--- src/rtl/instr_prefetch.sv ---
// Instruction prefetch queue: issues sequential word reads, buffers
// {instr, pc} pairs and hands them to the CPU; redirect flushes and restarts.
//
// Ports:
//   clk, reset (async, active-low)
//   o_mem_addr/o_mem_rd/i_mem_rddata/o_mem_byte_en : memory read port,
//     data returns one cycle after the read strobe
//   o_instr/o_instr_pc/o_instr_valid/i_instr_ready : queue head to the CPU
//   i_redirect/i_redirect_pc : flush and restart fetch at a new address
//   o_count : number of valid queue entries
module instr_prefetch #(
    parameter int IW    = 32,
    parameter int DEPTH = 4
) (
    input  logic                   clk,
    input  logic                   reset,
    output logic [IW-1:0]          o_mem_addr,
    output logic                   o_mem_rd,
    input  logic [IW-1:0]          i_mem_rddata,
    output logic [3:0]             o_mem_byte_en,
    output logic [IW-1:0]          o_instr,
    output logic [IW-1:0]          o_instr_pc,
    output logic                   o_instr_valid,
    input  logic                   i_instr_ready,
    input  logic                   i_redirect,
    input  logic [IW-1:0]          i_redirect_pc,
    output logic [$clog2(DEPTH):0] o_count
);

    localparam int AW = $clog2(DEPTH);

    logic [IW-1:0] fetch_pc_q, fetch_pc_d;
    logic          inflight_q, inflight_d;
    logic [IW-1:0] inflight_pc_q, inflight_pc_d;
    logic [AW-1:0] wr_ptr_q, wr_ptr_d;
    logic [AW-1:0] rd_ptr_q, rd_ptr_d;
    logic [AW:0]   count_q, count_d;
    logic [IW-1:0] instr_q [DEPTH];
    logic [IW-1:0] pc_q    [DEPTH];

    logic [AW+1:0] occ;
    logic          issue;
    logic          enq;
    logic          deq;
    logic          unused_ok;

    // Low address bits of the redirect target are dropped (word aligned).
    assign unused_ok = ^i_redirect_pc[1:0];

    // Occupancy counts the outstanding read so the queue can never overflow.
    assign occ   = {1'b0, count_q} + {{(AW + 1){1'b0}}, inflight_q};
    assign issue = reset & ~i_redirect & (occ < (AW + 2)'(DEPTH));
    // A response landing in a redirect cycle belongs to the old stream.
    assign enq   = inflight_q & ~i_redirect;
    assign deq   = o_instr_valid & i_instr_ready;

    always_comb begin
        fetch_pc_d    = fetch_pc_q;
        wr_ptr_d      = wr_ptr_q;
        rd_ptr_d      = rd_ptr_q;
        count_d       = count_q;
        inflight_d    = issue;
        inflight_pc_d = issue ? fetch_pc_q : inflight_pc_q;
        if (i_redirect) begin
            fetch_pc_d = {i_redirect_pc[IW-1:2], 2'b00};
            wr_ptr_d   = '0;
            rd_ptr_d   = '0;
            count_d    = '0;
        end else begin
            if (issue) fetch_pc_d = fetch_pc_q + IW'(4);
            if (enq)   wr_ptr_d   = wr_ptr_q + AW'(1);
            if (deq)   rd_ptr_d   = rd_ptr_q + AW'(1);
            unique case ({enq, deq})
                2'b10:   count_d = count_q + (AW + 1)'(1);
                2'b01:   count_d = count_q - (AW + 1)'(1);
                default: count_d = count_q;
            endcase
        end
    end

    always_ff @(posedge clk or negedge reset) begin
        if (!reset) begin
            fetch_pc_q    <= '0;
            inflight_q    <= 1'b0;
            inflight_pc_q <= '0;
            wr_ptr_q      <= '0;
            rd_ptr_q      <= '0;
            count_q       <= '0;
            for (int i = 0; i < DEPTH; i++) begin
                instr_q[i] <= '0;
                pc_q[i]    <= '0;
            end
        end else begin
            fetch_pc_q    <= fetch_pc_d;
            inflight_q    <= inflight_d;
            inflight_pc_q <= inflight_pc_d;
            wr_ptr_q      <= wr_ptr_d;
            rd_ptr_q      <= rd_ptr_d;
            count_q       <= count_d;
            if (enq) begin
                instr_q[wr_ptr_q] <= i_mem_rddata;
                pc_q[wr_ptr_q]    <= inflight_pc_q;
            end
        end
    end

    assign o_mem_rd      = issue;
    assign o_mem_addr    = fetch_pc_q;
    assign o_mem_byte_en = 4'b1111;
    assign o_count       = count_q;
    assign o_instr_valid = (count_q != '0) & ~i_redirect;
    assign o_instr       = o_instr_valid ? instr_q[rd_ptr_q] : '0;
    assign o_instr_pc    = o_instr_valid ? pc_q[rd_ptr_q] : '0;

endmodule
--- config.mk ---
export PLATFORM = sky130hd
export DESIGN_NAME = instr_prefetch
export DESIGN_NICKNAME = d
export VERILOG_FILES = /design/src/rtl/instr_prefetch.sv
export SDC_FILE = /design/constraint.sdc
export NUM_CORES = 1
export LEC_CHECK = 0
export CAP_MARGIN = 40
export CORE_MARGIN = 3
export CORE_UTILIZATION = 45
export DETAILED_ROUTE_END_ITERATION = 8
export PLACE_DENSITY_LB_ADDON = 0.2
export SLEW_MARGIN = 10
export SYNTH_ARGS = -nofsm -noshare
export SYNTH_HDL_FRONTEND = slang
export SYNTH_SLANG_ARGS = --single-unit
--- constraint.sdc ---
create_clock -name clk -period 2.6 [get_ports clk]
set_input_delay 0.39 -clock clk [delete_from_list [all_inputs] [get_ports clk]]
set_output_delay 0.39 -clock clk [all_outputs]
set_load 0.01 [all_outputs]
== After elaboration in Yosys (flattened, before gate mapping) ==
Index checks and enable logic that the tools add are counted.
Operators by class
  $add $sub $neg: 6
  $lt $le $gt $ge: 4
  equality and inequality tests: 2
  mux-type cells: 20
  bitwise logic cells: 8
  reductions and logical operators: 6
Operator list (count)
  32-bit 2-to-1 mux: 9
  128-bit bitwise mux: 2
  32-bit binary-select mux with 2-bit select: 2
  32-bit demux with 2-bit select: 1
  32-bit by 3-bit adder with 32-bit output (second input constant): 1
  2-bit 2-to-1 mux: 4
  3-bit >= comparator (second input constant): 2
  2-bit inverter with 3-bit output: 2
  3-bit case mux with 2 select lines: 1
  2-bit nonzero test: 3
  3-bit nonzero test: 2
  1-bit AND: 5
  2-bit by 1-bit adder with 2-bit output (second input constant): 2
  3-bit by 1-bit adder with 4-bit output: 1
  4-bit by 3-bit < comparator with 1-bit output (second input constant): 1
  3-bit by 1-bit adder with 3-bit output (second input constant): 1
  3-bit by 1-bit < comparator with 1-bit output (second input constant): 1
  3-bit 2-to-1 mux: 1
  3-bit by 1-bit subtractor with 3-bit output (second input constant): 1
  2-bit by 1-bit equality test with 1-bit output (second input constant): 1
  2-bit equality test (second input constant): 1
  1-bit logical AND: 1
  1-bit inverter: 1
Storage, ports and cells
  flip-flop bits (word level): 328
  input bits: 68
  logic and storage cells: 60

== Depth between registers and ports, before layout ==
Gate-level depths: netlist of the first run.
  word-level depth: 6
  gate-level depth with buffers: 9

== Worst setup path before layout of the first run ==
OpenSTA, ideal clock, no wires.
  path type: register -> register
  from: register count_q[0], in the netlist o_count[0]
  to: register count_q[2], in the netlist o_count[2]
  data arrival time: 2.076 ns
  data required time: 2.464 ns
  setup slack: 0.388 ns
  cell stages (with the launch flop): 10
  path buffers: 0
  cells stage by stage: dfrtp_1 nor3_1 nor2_1 nand2_1 nor2_1 fa_1 nor2_1 mux2i_1 o21ai_0 a31oi_1
On the way
  cells in the longest elaborated chain, start to end: 6
Ends and longest elaborated chain
  start: declaration: RTL line 37  | logic [AW:0] count_q, count_d;
  start signal: assignment: RTL line 99  | count_q <= count_d;
  3-bit nonzero test: RTL line 111  | assign o_instr_valid = (count_q != '0) & ~i_redirect;
  1-bit AND: RTL line 111
  1-bit AND: RTL line 55  | assign deq = o_instr_valid & i_instr_ready;
  2-bit by 1-bit equality test with 1-bit output / 2-bit equality test (equally long branches): RTL line 73  | unique case ({enq, deq})
  3-bit case mux with 2 select lines: RTL line 73
  3-bit 2-to-1 mux: RTL line 64  | if (i_redirect) begin
Several ways; a longest one is shown, not always the timed one.
A chain may end at the register's enable or synchronous reset.

== Worst setup path after layout of the first run ==
  from: register rd_ptr_q[0]
  to: output port o_instr_pc[27]
On the way
  cells in the longest elaborated chain, start to end: 5
Ends and longest elaborated chain
  start: declaration: RTL line 36  | logic [AW-1:0] rd_ptr_q, rd_ptr_d;
  start signal: assignment: RTL line 98  | rd_ptr_q <= rd_ptr_d;
  2-bit inverter with 3-bit output (not written as such): RTL line 113  | assign o_instr_pc = o_instr_valid ? pc_q[rd_ptr_q] : '0;
  32-bit binary-select mux with 2-bit select: RTL line 113
  32-bit 2-to-1 mux (not written as such) (2 in a row): RTL line 113
  32-bit 2-to-1 mux: RTL line 113
  end: declaration: RTL line 22  | output logic [IW-1:0] o_instr_pc,
Every way passes these cells. The select of a mux whose other input is x is not followed.

==> results by group, run 1 <==
Yosys
  – Post-Syn Area per Cell: 13.6 sq um
  – Sequential fraction of the synthesis area: 54.7%
  – Async set-reset flop share out of synthesis: 100%
  – Flops & latches, synth: 316
  – Yosys cell types: 54
  – Number of synthesized flops with an enable pin: 0
  – Synth Flop Type: dfrtp_1
  – Yosys warnings: 0
  – Synth Cell Area: 0.0145 sq mm
  – Cells after Synth: 1061

Clock network
  – H-tree lvl count: 2
  – Worst-Skew Late Latency: 0.51 ns
  – Root Driver: clkbuf_16
  – CTS buffer count: 35
  – Clock transition at path regs: 0.07 ns
  – CTS sink count: 316
  – CTS tree: yes
  – Clk buf depth: 3

Final layout
  – # nets final: 1327
  – Filler cells: 2558
  – Share of layout cells above drive strength 1: 41.8%
  – Area Overhead vs Synth: 26.7%
  – N_diodes: 0
  – Final instance area: 0.0183 sq mm

Timing
  – Period utilisation layout: 102%
  – Endpoints failing setup: 10
  – Slew Viols, Final: 0
  – Min Tclk post-route: 2.66 ns
  – Highest Clock Rate: 375 MHz
  – Slew margin rel.: 37.3%
  – Clock Skew: 0.0165 ns
  – Post-route setup TNS: -0.299 ns
  – Final hold viol count: 0
  – Final Worst Setup Slack: -0.0642 ns
  – Slew of the pin with the lowest slew margin: 0.941 ns
  – RSZ-0062 raised after global routing: yes

Floorplan
  – I/O Pins: 173
  – Die Y: 185 um
  – Core area: 0.0316 sq mm
  – Die area: 0.0343 sq mm
  – Cell Rows: 65
  – Starting Density: 45.7%
  – Chip Width: 185 um

Pwr
  – PwrDens: 787 mW/mm^2
  – Total power: 14.4 mW
  – Lkg Pwr: 8.56 nW
  – Peak supply drop: 432 uV

Worst setup path
  – Worst endpoint data arrival time: 2.27 ns
  – Reg2Reg Depth: 9
  – CP Max Fanout: 6
  – Startpoint types: flop
  – Setup crit start: rd_ptr_q[0]
  – R2r startpoint: o_count[2]
  – CP required: 2.21 ns
  – CP Capture Type: primary output
  – Crit path kind: flop to primary output

Run status
  – Violated checks: setup timing
  – Status: finished with violations

GRT
  – Number of global-route vias before repair: 9931
  – Gr ovfl total: 0
  – GR Util met3: 3.71%
  – Antenna violations before repair: 2
  – Largest net degree at the start of global routing: 167
  – Total track usage: 20.7%
  – Met1 usage: 28.9%
  – GR Util met2: 34.0%
  – First-pass GRT wire length: 55800 um
  – Busiest layer in global routing: met2

Place
  – IO Port Bufs: 162
  – DP Area: 0.0168 sq mm
  – Hpwl dp: 21000 um
  – Gpl congestion: 0.788

Drt
  – Post-route antenna net violation count: 0
  – Initial DRC Count: 474
  – TritonRoute pass-1 iters: 5
  – Vias per Instance: 5.58
  – WL final: 34700 um
  – Routed vias: 9382
  – DRC viols: 0
  – Wire per inst: 20.7 um

Min path
  – Hold Path Stages: 2
  – Min-delay worst type: primary input to flop
  – Hold Crit Start: i_redirect

Job
  – Max-cap viol count: 0
cell usage in the layout (no fill, tap or decap), types with 8 or more instances in the layout:
cell type / n
dfrtp_1: 313
mux2_2: 248
nand2_1: 115
clkdlybuf4s50_1: 97
mux4_2: 62
buf_2: 42
clkbuf_16: 37
and2_1: 35
and2_4: 28
buf_4: 23
o21ai_0: 22
buf_6: 21
nand3_1: 20
buf_12: 19
nor2_1: 17
inv_1: 9
buf_16: 9
conb_1: 8
logic make-up after synthesis:
family | share of synthesized area (%)
DFF | 54.7
muxes | 29.2
and+or+nand+nor | 9.25
buffers and inverters | 2.46
AOI/OAI and AO/OA | 3.53
adders and majority gates | 0.571
xor gates and xnor gates | 0.242
other | 0.0519
through the flow:
step | setup slack, ns | utilization, % | hold WS, ns | cells
after detailed placement | 0.146 | 53.2 | 0.418 | 1594
final | -0.0642 | 57.9 | 0.251 | 1680
after global placement | 0.227 | 53.1 | 0.415 | 1593
after global routing | -0.118 | 57.9 | 0.231 | 1680
after CTS | -0.0810 | 57.7 | 0.225 | 1679
after floorplan | 0.388 | - | 0.0944 | 1067
synth_stat cells, types with 2 or more instances:
| master | count | area [sq um] |
|---|---|---|
| nor2b_1 | 2 | 12.5 |
| nor2_1 | 18 | 67.6 |
| o211ai_1 | 7 | 52.6 |
| xnor2_1 | 3 | 26.3 |
| inv_1 | 10 | 37.5 |
| nand4_1 | 6 | 37.5 |
| a221o_1 | 7 | 70.1 |
| mux2_2 | 248 | 2790 |
| or3_1 | 2 | 12.5 |
| nand2_1 | 119 | 447 |
| and2_1 | 63 | 394 |
| nor4_4 | 3 | 63.8 |
| nand3_1 | 21 | 105 |
| ha_1 | 5 | 62.6 |
| conb_1 | 2 | 7.51 |
| a21o_1 | 2 | 15.0 |
| o31a_1 | 2 | 17.5 |
| o21ai_1 | 3 | 15.0 |
| buf_4 | 9 | 67.6 |
| mux2i_1 | 4 | 40.0 |
| nor3_1 | 8 | 40.0 |
| nand3b_1 | 2 | 15.0 |
| a41oi_1 | 2 | 17.5 |
| o21ai_0 | 22 | 110 |
| a21oi_1 | 6 | 30.0 |
| clkbuf_1 | 55 | 206 |
| and3_1 | 4 | 25.0 |
| a31oi_1 | 4 | 25.0 |
| mux4_2 | 62 | 1400 |
| buf_2 | 8 | 40.0 |
| a32oi_1 | 2 | 17.5 |
| dfrtp_1 | 316 | 7910 |
| o311ai_0 | 7 | 61.3 |
| nor4_1 | 3 | 18.8 |
| a22oi_1 | 5 | 37.5 |
what timing repair did:
action,in CTS,in global routing
hold buffers,1,0
buffers inserted,17,1
cloned,7,0
hold endpoints to repair,18,0
gates resized for setup,288,24
pin swaps,5,0
endpoints found under the setup margin,63,32
worst max-delay path, cell delays in order, from the launching register on:
cell and delay, ns:
dfrtp_4 0.50, buf_12 0.14, buf_12 0.13, buf_16 0.14, buf_8 0.13, mux4_2 0.43
and2_4 0.17, buf_6 0.11
area by class of cell:
| type | instances | area (sq um) | share of cell area [%] |
|---|---|---|---|
| repair buffers | 222 | 2340 | 12.8 |
| clock inverters | 12 | 144 | 0.785 |
| multi-input cells | 668 | 6350 | 34.6 |
| well taps | 402 | 503 | 2.74 |
| flip-flops and latches | 316 | 7920 | 43.2 |
| clock buffers | 50 | 1040 | 5.70 |
| inverters | 10 | 37.5 | 0.205 |
final timing paths:
path	endpoint	slack [ns]
hold / removal	wr_ptr_q[0]	0.25
setup / recovery	o_instr_pc[27]	-0.06
min in group asynchronous	instr_q[80]	0.48
setup reg to reg	o_count[2]	0.37
max in group asynchronous	instr_q[118]	0.92
hold reg to reg	pc_q[47]	0.50
report_power, final:
part / internal [mW] / total, mW / switching [mW] / leakage [nW]
Clock: 3.10 / 5.09 / 1.99 / 0.584
Sequential: 5.85 / 6.44 / 0.585 / 4.12
Combinational: 1.80 / 2.90 / 1.09 / 3.86
Total: 10.8 / 14.4 / 3.67 / 8.56
sequential cells by signal (all words and copies together) (netlist names):
name	flops
wr_ptr_q	2
inflight_pc_q	30
pc_q	120
o_mem_addr	30
instr_q	128
inflight_q	1
rd_ptr_q	2
o_count	3
layer usage:
metal | vias to the layer above | share of wire (%)
li1 | 4220 | -
met1 | 4867 | 44
met2 | 239 | 49
met3 | 52 | 5.3
met4 | 4 | 1.8
met5 | - | 0.066
Note: power is estimated with default switching activity, not from simulation.
==> run 2, diff against run 1 <==
- SLEW_MARGIN: 10 -> not set
==> results by group, run 2 (same netlist as run 1, synthesis figures left out) <==
Run status
  – Status: complete, no violations

Place
  – Hpwl dp: 21100 um (+0.18%)
  – Gpl congestion: 0.788 (unchanged)
  – DP Area: 0.0168 sq mm (unchanged)
  – IO Port Bufs: 162 (unchanged)

Drt
  – Top sig layer: met5
  – DR WL met3: 1930 um (+5.8%)
  – Initial DRC Count: 496 (+4.6%)
  – Vias per Instance: 5.58 (about the same)
  – Post-route antenna net violation count: 0 (unchanged)
  – Wire per inst: 20.8 um (+0.74%)
  – TritonRoute pass-1 iters: 5 (unchanged)
  – WL final: 35500 um (+2.2%)
  – Wl on met1: 15600 um (+1.4%)
  – DRC viols: 0 (unchanged)
  – Met2 WL: 17200 um (+2.2%)
  – Routed vias: 9507 (+1.3%)

Pwr
  – Gate power share: 20.4% (+0.3 points)
  – Peak supply drop: 428 uV (-0.78%)
  – Clk pwr share: 36.2% (+0.9 points)
  – Sequential share of power: 43.4% (-1.2 points)
  – P_sw: 3.75 mW (+2.4%)
  – Lkg Pwr: 8.73 nW (+2.0%)
  – Cell internal pwr: 11.1 mW (+3.2%)
  – Sw frac: 25.3% (-0.15 points)
  – PwrDens: 794 mW/mm^2 (+0.96%)

Min path
  – Min-delay worst type: primary input to flop

Timing
  – Highest Clock Rate: 385 MHz (+2.6%)
  – RSZ-0062 raised after global routing: yes
  – Endpoints failing setup: 0 (-10)
  – Clock Skew: 0.0104 ns (-0.00612 ns)
  – Post-route setup TNS: 0 ns (+0.299 ns)
  – Final hold viol count: 0 (unchanged)
  – Min Tclk post-route: 2.60 ns (-0.0686 ns)
  – Slew Viols, Final: 0 (unchanged)
  – Period utilisation layout: 99.8% (-2.6 points)
  – Slew of the pin with the lowest slew margin: 0.946 ns (+0.00538 ns)
  – Slew margin rel.: 36.9% (-0.36 points)

GRT
  – Antenna violations before repair: 1 (-1)
  – Largest net degree at the start of global routing: 167 (unchanged)
  – Number of global-route vias before repair: 10.1k (+1.3%)
  – Total track usage: 21.1% (+0.38 points)
  – Gr ovfl total: 0 (unchanged)
  – First-pass GRT wire length: 56800 um (+1.9%)

Clock network
  – CTS tree: yes
  – CTS sink count: 316 (unchanged)
  – H-tree lvl count: 2 (unchanged)
  – Clk buf depth: 3 (unchanged)
  – Worst-Skew Late Latency: 0.51 ns (about the same)
  – CTS buffer count: 36 (+2.9%)
  – Root Driver: clkbuf_16
  – Clock transition at path regs: 0.06 ns (about the same)

Worst setup path
  – Reg2reg setup slack: 0.29 ns (-0.08 ns)
  – Worst endpoint data arrival time: 2.21 ns (-0.06 ns)
  – Crit path kind: flop to primary output
  – Startpoint types: flop
  – CP Max Fanout: 7 (+1)
  – CP required: 2.21 ns (about the same)
  – CP Capture Type: primary output

Final layout
  – Largest register FFs: 128 (unchanged)
  – Commonest non-fill, non-tap cells in the layout: 312 x dfrtp_1, 248 x mux2_2, 115 x nand2_1, 96 x clkdlybuf4s50_1, 62 x mux4_2
  – Sequential Area: 0.00792 sq mm (about the same)
  – Area Overhead vs Synth: 29.3%
  – Filler cells: 2537 (-0.82%)
  – Biggest regs: instr_q x128, pc_q x120
  – Share of layout cells above drive strength 1: 43.4% (+1.6 points)
  – # nets final: 1348 (+1.6%)
  – Final instance area: 0.0187 sq mm (+2.0%)
  – Largest register by flop count: instr_q
  – Multi-input logic area: 0.00637 sq mm (+0.32%)
  – Final Core Density: 59.1% (+1.2 points)
  – Leading cell type in the layout, fill and taps excluded: dfrtp_1

Job
  – Max-cap viol count: 0 (unchanged)

Floorplan
  – I/O Pins: 173 (unchanged)
  – Starting Density: 45.7% (unchanged)
  – Die area: 0.0343 sq mm (unchanged)
  – Die Y: 185 um (unchanged)
  – Cell Rows: 65 (unchanged)
  – Chip Width: 185 um (unchanged)
  – Core area: 0.0316 sq mm (unchanged)
==> run 2: layout make-up <==
type,count,share of cell area [%]
antenna,1,0.0134
tap,402,2.69
sequential,316,42.3
inverter,10,0.201
timing repair buffer,242,13.9
clock inverter,13,1.12
clock buffer,52,5.68
multi-input combinational,668,34.1
==> run 2: timing repair <==
| action | in CTS | in global routing |
|---|---|---|
| resized for setup | 260 | 75 |
| buffers inserted | 35 | 9 |
| gates cloned | 7 | 0 |
| hold buffers | 1 | 0 |
| endpoints found under the hold margin | 18 | 0 |
| pin swaps | 22 | 7 |
| setup endpoints to repair | 63 | 54 |
==> run 2: power groups by stage <==
stage | Combinational [mW] | Sequential, mW | Clock (mW)
detailed placement | 2.71 | 6.52 | 0
global route | 3.29 | 6.58 | 5.71
CTS | 3.05 | 6.44 | 5.50
finish | 3.03 | 6.44 | 5.38
floorplan | 1.77 | 6.33 | 0
global placement | 2.65 | 6.48 | 0
==> run 2: path summary, 6_finish.rpt <==
check                            start      endpoint  cells after the start
setup / recovery           rd_ptr_q[0]   o_instr[20]                      6
hold / removal              i_redirect   wr_ptr_q[0]                      2
setup reg to reg            o_count[2]    o_count[2]                     10
hold reg to reg            instr_q[57]   instr_q[57]                      1
max in group asynchronous        reset      pc_q[78]                      4
min in group asynchronous        reset  instr_q[112]                      3
==> run 2: layer usage <==
metal  vias to the layer above  GRT usage (%)
li1                       4273              -
met1                      4950           28.8
met2                       235           34.9
met3                        47           4.18
met4                         2           5.16
met5                         -              0
==> run 2: stage by stage <==
step / power [mW] / setup slack [ns] / cells / hold slack (ns)
2_1_floorplan: 8.11 / 0.388 / 1067 / 0.0944
3_3_place_gp: 9.13 / 0.227 / 1593 / 0.415
6_report: 14.9 / 0.00442 / 1704 / 0.247
5_1_grt: 15.6 / -0.0705 / 1703 / 0.232
4_1_cts: 15.0 / -0.174 / 1700 / 0.218
3_5_place_dp: 9.23 / 0.138 / 1594 / 0.418
==> run 2: worst max-delay path, cell delays in order (launching register included) <==
cell and delay [ns]:
dfrtp_4 0.51, buf_6 0.17, buf_16 0.14, buf_4 0.11, mux4_2 0.48, and2_4 0.17
clkbuf_2 0.12
==> run 3, diff against run 2 <==
- CORE_UTILIZATION: 45 -> 55
==> results by group, run 3 (same netlist as run 1, synthesis figures left out) <==
Final layout
  – # nets final: 1328 (-1.5%)
  – Multi-input logic area: 0.00636 sq mm (about the same)
  – Final std cells w/o fill: 1607 (-5.7%)
  – Share of layout cells above drive strength 1: 41.6% (-1.8 points)
  – Biggest regs: instr_q x128, pc_q x120
  – Filler cells: 1769 (-30%)
  – Area Overhead vs Synth: 25.6%
  – Sequential Area: 0.00792 sq mm (about the same)
  – N_diodes: 0 (-1)
  – Leading cell type in the layout, fill and taps excluded: dfrtp_1
  – Commonest non-fill, non-tap cells in the layout: 314 x dfrtp_1, 248 x mux2_2, 115 x nand2_1, 98 x clkdlybuf4s50_1, 62 x mux4_2
  – Largest register FFs: 128 (unchanged)
  – Largest register by flop count: instr_q
  – Final Core Density: 71.1% (+12 points)

Place
  – Hpwl dp: 21000 um (-0.58%)
  – Dpl cells: 1526 (-4.3%)
  – IO Port Bufs: 162 (unchanged)
  – Gpl congestion: 0.857 (+8.7%)

Min path
  – Min-delay worst type: primary input to flop

GRT
  – Number of global-route vias before repair: 10.0k (-0.39%)
  – Total track usage: 24.4% (+3.4 points)
  – Largest net degree at the start of global routing: 141 (-16%)
  – Antenna violations before repair: 2 (+1)
  – First-pass GRT wire length: 55200 um (-2.8%)
  – Gr ovfl total: 0 (unchanged)

Floorplan
  – I/O Pins: 173 (unchanged)
  – Cell Rows: 58 (-11%)
  – Core area: 0.0255 sq mm (-19%)
  – Die Y: 168 um (-9.2%)
  – Chip Width: 168 um (-9.2%)
  – Starting Density: 56.6% (+11 points)
  – Die area: 0.0283 sq mm (-18%)

Worst setup path
  – CP Capture Type: primary output
  – CP Max Fanout: 7 (unchanged)
  – CP required: 2.21 ns (about the same)
  – Startpoint types: flop
  – Crit path kind: flop to primary output
  – Worst endpoint data arrival time: 2.17 ns (-0.04 ns)

Drt
  – Wire per inst: 21.2 um (+2.0%)
  – WL final: 34100 um (-3.8%)
  – Vias per Instance: 5.91 (+5.9%)
  – Initial DRC Count: 651 (+31%)
  – DRC viols: 0 (unchanged)
  – Routed vias: 9493 (-0.15%)
  – TritonRoute pass-1 iters: 4 (-1)
  – Post-route antenna net violation count: 0 (unchanged)

Pwr
  – Peak supply drop: 524 uV (+22%)
  – Total power: 14.1 mW (-4.9%)
  – Lkg Pwr: 8.50 nW (-2.7%)
  – PwrDens: 778 mW/mm^2 (-2.1%)

Timing
  – Final hold viol count: 0 (unchanged)
  – Slew Viols, Final: 0 (unchanged)
  – Endpoints failing setup: 0 (unchanged)
  – Slew of the pin with the lowest slew margin: 0.936 ns (-0.00974 ns)
  – RSZ-0062 raised after global routing: yes
  – Slew margin rel.: 37.3% (+0.42 points)
  – Period utilisation layout: 98.6% (-1.2 points)
  – Clock Skew: 0.0142 ns (+0.00376 ns)
  – Highest Clock Rate: 390 MHz (+1.3%)
  – Min Tclk post-route: 2.56 ns (-0.0324 ns)

Run status
  – Status: complete, no violations

Clock network
  – Root Driver: clkbuf_16
  – Clk buf depth: 3 (unchanged)
  – Clock transition at path regs: 0.06 ns (about the same)
  – CTS tree: yes
  – CTS buffer count: 34 (-5.6%)
  – Worst-Skew Late Latency: 0.50 ns (about the same)
  – CTS sink count: 316 (unchanged)
  – H-tree lvl count: 2 (unchanged)

Job
  – Max-cap viol count: 0 (unchanged)
-- run 3: cell count changes in the layout (fill, tap and decap cells not counted), moves of 3 or more --
cell             before  now
buf_4                33   30
buf_2                15   19
buf_12               23   20
bufinv_16             5    1
clkinv_2              2    5
clkdlybuf4s15_1       1    9
buf_6                43   29
buf_8                 5    0
clkinvlp_4            3    0
-- run 3: area by class of cell --
cell class                 instances  share of cell area [%]
tap                              330                    2.27
sequential                       316                    43.6
clock buffer                      51                    5.70
multi-input combinational        668                    35.0
timing repair buffer             224                    12.8
inverter                          10                   0.207
clock inverter                     8                   0.399
-- run 3: critical path, stage by stage (launching register included) --
cell     delay (ns)
dfrtp_4        0.52
buf_12         0.15
buf_12         0.13
buf_16         0.15
mux4_2         0.42
and2_4         0.17
buf_6          0.12
-- run 3: report_power, final --
group | switching, mW | total [mW] | internal, mW | leakage [nW]
sequential | 0.614 | 6.47 | 5.85 | 4.12
combinational | 1.09 | 2.89 | 1.80 | 3.83
clock | 1.92 | 4.77 | 2.85 | 0.553
-- run 3: path summary, 6_finish.rpt --
| check | to | from | cells after the start | slack (ns) |
|---|---|---|---|---|
| worst max-delay path | o_instr_pc[31] | rd_ptr_q[0] | 6 | 0.04 |
| min in group asynchronous | instr_q[71] | reset | 2 | 0.37 |
| max in group asynchronous | instr_q[125] | reset | 4 | 0.73 |
| worst max register to register | o_mem_addr[18] | o_mem_addr[2] | 7 | 0.28 |
| worst min register to register | instr_q[43] | instr_q[43] | 1 | 0.50 |
| worst min-delay path | o_count[1] | i_redirect | 2 | 0.22 |
-- run 3: stage by stage --
step	cell area [sq um]	setup slack (ns)	hold slack, ns	TNS, ns
6_report	18200	0.0368	0.224	0
5_1_grt	18200	-0.0160	0.225	-0.0605
2_1_floorplan	14500	0.388	0.0944	0
3_3_place_gp	16700	0.232	0.238	0
3_5_place_dp	16700	0.198	0.241	0
4_1_cts	18100	-0.0711	0.189	-0.397
-- run 3: timing repair --
action	4_1_cts	5_1_grt
setup buffers	18	0
gates resized for setup	224	66
hold endpoints to repair	20	0
endpoints found under the setup margin	63	55
gates cloned	5	0
pin swaps	6	4
hold buffers	1	0
-- run 3: layer usage --
metal / wire length (um) / share of wire [%] / vias up / global-route usage [%]
met3: 1910 / 5.6 / 54 / 4.77
met5: 27 / 0.079 / - / 0
met2: 16900 / 49 / 282 / 40.2
li1: - / - / 4204 / -
met1: 14600 / 43 / 4949 / 33.8
met4: 755 / 2.2 / 4 / 6.65
==> patch 1, RTL diff (settings of run 3) <==
Register the output `o_count` once more, with the module's reset; this adds one clock of latency there. The other outputs are not delayed to match.
--- a/src/rtl/instr_prefetch.sv
+++ b/src/rtl/instr_prefetch.sv
@@ -109,3 +109,9 @@
     assign o_mem_byte_en = 4'b1111;
-    assign o_count       = count_q;
+    always_ff @(posedge clk or negedge reset) begin
+        if (!reset) begin
+            o_count <= '0;
+        end else begin
+            o_count <= count_q;
+        end
+    end
     assign o_instr_valid = (count_q != '0) & ~i_redirect;
Function: changed (Yosys sat finds a counterexample within 4 cycles, from zero or initial values and one cycle with reset low).
==> patch 1 against run 3 <==
Worst setup slack better by 0.018 ns; synthesized cell count fell by 0.19%; register-to-register slack better by 0.21 ns; critical endpoint is now o_instr[28]; clock power down 0.8%; routed wire length is 5.1% lower; area after synthesis rose by 1.4%; sequential cell count rose by 3; via count is 2.0% lower; final area decreased by 0.88%; critical path depth down 1; combinational power is 3% higher; total power up 1.3%; global-route usage down 1.5 points; highest routed layer is now met4.
==> patch 1: results (changes against run 3) <==
* Critical Path Fanout Max at 6 (-1)
* Synth cell types at 61 (+13%)
* Placed insts at 1525 (-0.066%)
* Clock-net power at 4.73 mW (-0.8%)
* Area after DPL at 0.0169 sq mm (+0.71%)
* Seq/Total Area, Yosys at 54.4% (-0.22 points)
* Yosys reg bits at 319 (+0.95%)
* Final Net Count at 1313 (-1.1%)
* First-pass GRT wire length at 52600 um (-4.8%)
* Cts repair resizes at 190 (-15%)
* Inverters at 9 (-1)
* WL per Instance at 20.3 um (-4.5%)
* Row count at 59 (+1.7%)
* Worst vdd ir at 0.470 mV (-10%)
* DP Wirelength at 20400 um (-2.5%)
* Leak at 8.41 nW (-1.1%)
* Status: complete, no violations
* Multi-input logic area at 0.00632 sq mm (-0.61%)
* Post-synthesis average cell area at 13.8 sq um (+1.5%)
* Layout cells sized above 1 at 38.8% (-2.8 points)
* Initial antenna violation count at 0 (-2)
* Max-slew headroom at 37.8% (+0.49 points)
* Clock buffers at 46 (-9.8%)
* Hold Path Class: in -> async
* Clk tree area frac at 6.12% (+0.020 points)
* Vias in the first global route at 9826 (-1.9%)
* Synth cell count leaders: 319 x dfrtp_1, 248 x mux2_2, 120 x nand2_1
* Pint at 10.6 mW (+0.99%)
* Critical path's slowest cell: mux4_2
* CTS Buf Count at 35 (+2.9%)
-- patch 1: kinds of logic (layout without fill, tap and decap cells) --
| kind of cell | count (synthesis) | in the layout | synth area share [%] |
|---|---|---|---|
| and+or+nand+nor | 267 | 267 | 9.61 |
| DFF | 319 | 319 | 54.4 |
| AOI/OAI and AO/OA | 62 | 62 | 3.11 |
| muxes | 315 | 315 | 28.9 |
| buffers and inverters | 82 | 278 | 2.95 |
| adders and majority gates | 6 | 6 | 0.563 |
| other | 2 | 8 | 0.0512 |
| xor gates and xnor gates | 6 | 6 | 0.358 |
-- patch 1: layer usage --
metal	wire [um]	track usage [%]	share of wire, %
met1	14500	32.6	45
met5	0	0	0
met4	533	5.97	1.6
met2	15800	38.0	49
met3	1550	2.98	4.8
-- patch 1: stage by stage --
stage                     hold slack, ns  util [%]
after floorplan                   0.0944         -
after global placement             0.180      64.5
after detailed placement           0.179      64.5
after CTS                          0.244      69.1
after global routing               0.259      68.9
final                              0.266      68.9
==> patch 2, RTL diff (config.mk and constraints of run 3) <==
Made on the original files. The parameter `DEPTH` goes from 4 to 8.
--- a/src/rtl/instr_prefetch.sv
+++ b/src/rtl/instr_prefetch.sv
@@ -12,3 +12,3 @@
     parameter int IW    = 32,
-    parameter int DEPTH = 4
+    parameter int DEPTH = 8
 ) (
Ports: changed (resized o_count); port bits go from 173 to 174. No check against the original RTL was run, so the function may have changed too.
==> patch 2 against run 3 <==
The run now ends with setup timing left; final area is 71% higher; critical path depth is 2 higher; die area is 76% higher; sequential cell count is 251 higher; area after synthesis is 79% higher; cell count is 64% higher; sequential share of layout area is 2.2 points higher; routed wire length is 75% higher; worst setup slack worse by 0.31 ns; total power is 89% higher; largest power group unchanged.
==> patch 2: results (changes against run 3) <==
* Vias at 15600 (+65%)
* Final setup margin at -0.269 ns (-0.306 ns)
* Final setup violation count at 61 (+61)
* Layout cells sized above 1 at 45.6% (+4.0 points)
* CTS Buf Count at 59 (+74%)
* WL per Instance at 22.7 um (+6.7%)
* Arrival time worst endpoint at 2.48 ns (+0.31 ns)
* Worst path max stage delay at 0.56 ns (+0.04 ns)
* Post-Synthesis Cells at 1772 (+67%)
* Adder-cell share of the synthesized area at 0.242% (-0.33 points)
* Compound-cell area share of the yosys netlist at 1.97% (-1.6 points)
* TritonRoute pass-1 iters at 5 (+1)
* Fillers at 3200 (+81%)
* Area after DPL at 0.0287 sq mm (+72%)
* Top cells by area, synth: dfrtp_1 55%, mux2_2 21%, mux4_2 11%
* Synth cell types at 53 (-1.9%)
* Initial drt markers at 1118 (+72%)
* Multi-input logic area at 0.0113 sq mm (+78%)
* Registers with the most flip-flops: instr_q: 256 flops, pc_q: 240 flops
* Later-pin clock latency in the skew report at 0.61 ns (+0.11 ns)
* Status: finished with violations
* DP Wirelength at 35200 um (+68%)
* Failing checks: setup timing
* Fin Setup TNS at -9.72 ns (-9.72 ns)
* Xor/xnor share of the synthesized area at 0.237% (-0.0053 points)
* Final Net Count at 2060 (+55%)
* Total global-route track usage at 24.3% (-0.18 points)
* Post-placement setup slack at 0.0390 ns (-0.159 ns)
* Initial antenna violation count at 0 (-2)
[patch 2: logic make-up (layout without fill, tap and decap cells)]
kind of cell | Yosys count | in the layout
mux | 688 | 688
buf+inv | 135 | 389
flops | 567 | 567
xor+xnor | 7 | 7
simple gates | 295 | 295
compound gates | 73 | 73
other cells | 2 | 8
fa+ha+maj | 5 | 5
[patch 2: area by class of cell]
type	instances	share of cell area (%)
Sequential cell	567	45.7
Multi-Input combinational cell	1076	36.4
Timing Repair Buffer	276	9.16
Clock buffer	87	5.51
Tap cell	600	2.42
Clock inverter	19	0.673
Inverter	7	0.0927
[patch 2: what timing repair did]
action,CTS,global route
hold buffers,1,0
pin swaps,10,19
resized for setup,305,25
endpoints found under the setup margin,64,62
endpoints found under the hold margin,44,0
setup buffers,37,7
cloned,3,0
[patch 2: per-layer routing]
metal | GRT usage (%) | vias up | part of all wire, %
met5 | 0 | - | 0
met4 | 6.01 | 0 | 1.9
met3 | 3.68 | 74 | 4.2
met2 | 40.0 | 320 | 49
met1 | 34.4 | 8327 | 44
li1 | - | 6914 | -
[patch 2: path summary, 6_finish.rpt]
kind                                       endpoint                     from  slack, ns
max reg2reg                instr_q[249]$_DFFE_PN0P_     inflight_q$_DFF_PN0_       0.37
min in group clk            rd_ptr_q[2]$_DFFE_PN0P_               i_redirect       0.27
max in group asynchronous     pc_q[102]$_DFFE_PN0P_                    reset       0.83
min                        instr_q[198]$_DFFE_PN0P_                    reset       0.20
min reg2reg                   pc_q[171]$_DFFE_PN0P_    pc_q[171]$_DFFE_PN0P_       0.48
max                                     o_instr[11]  rd_ptr_q[0]$_DFFE_PN0P_      -0.27
[patch 2: power breakdown]
part	total, mW	internal, mW	switching (mW)
logic	7.38	4.28	3.09
clock network	8.34	4.93	3.42
registers	11.0	10.1	0.935
[patch 2: worst reg2reg max path: stages, from the launching register on]
cell	delay, ns
dfrtp_1	0.58
nor3b_1	0.61
nand2_4	0.33
buf_4	0.31
mux2_2	0.28
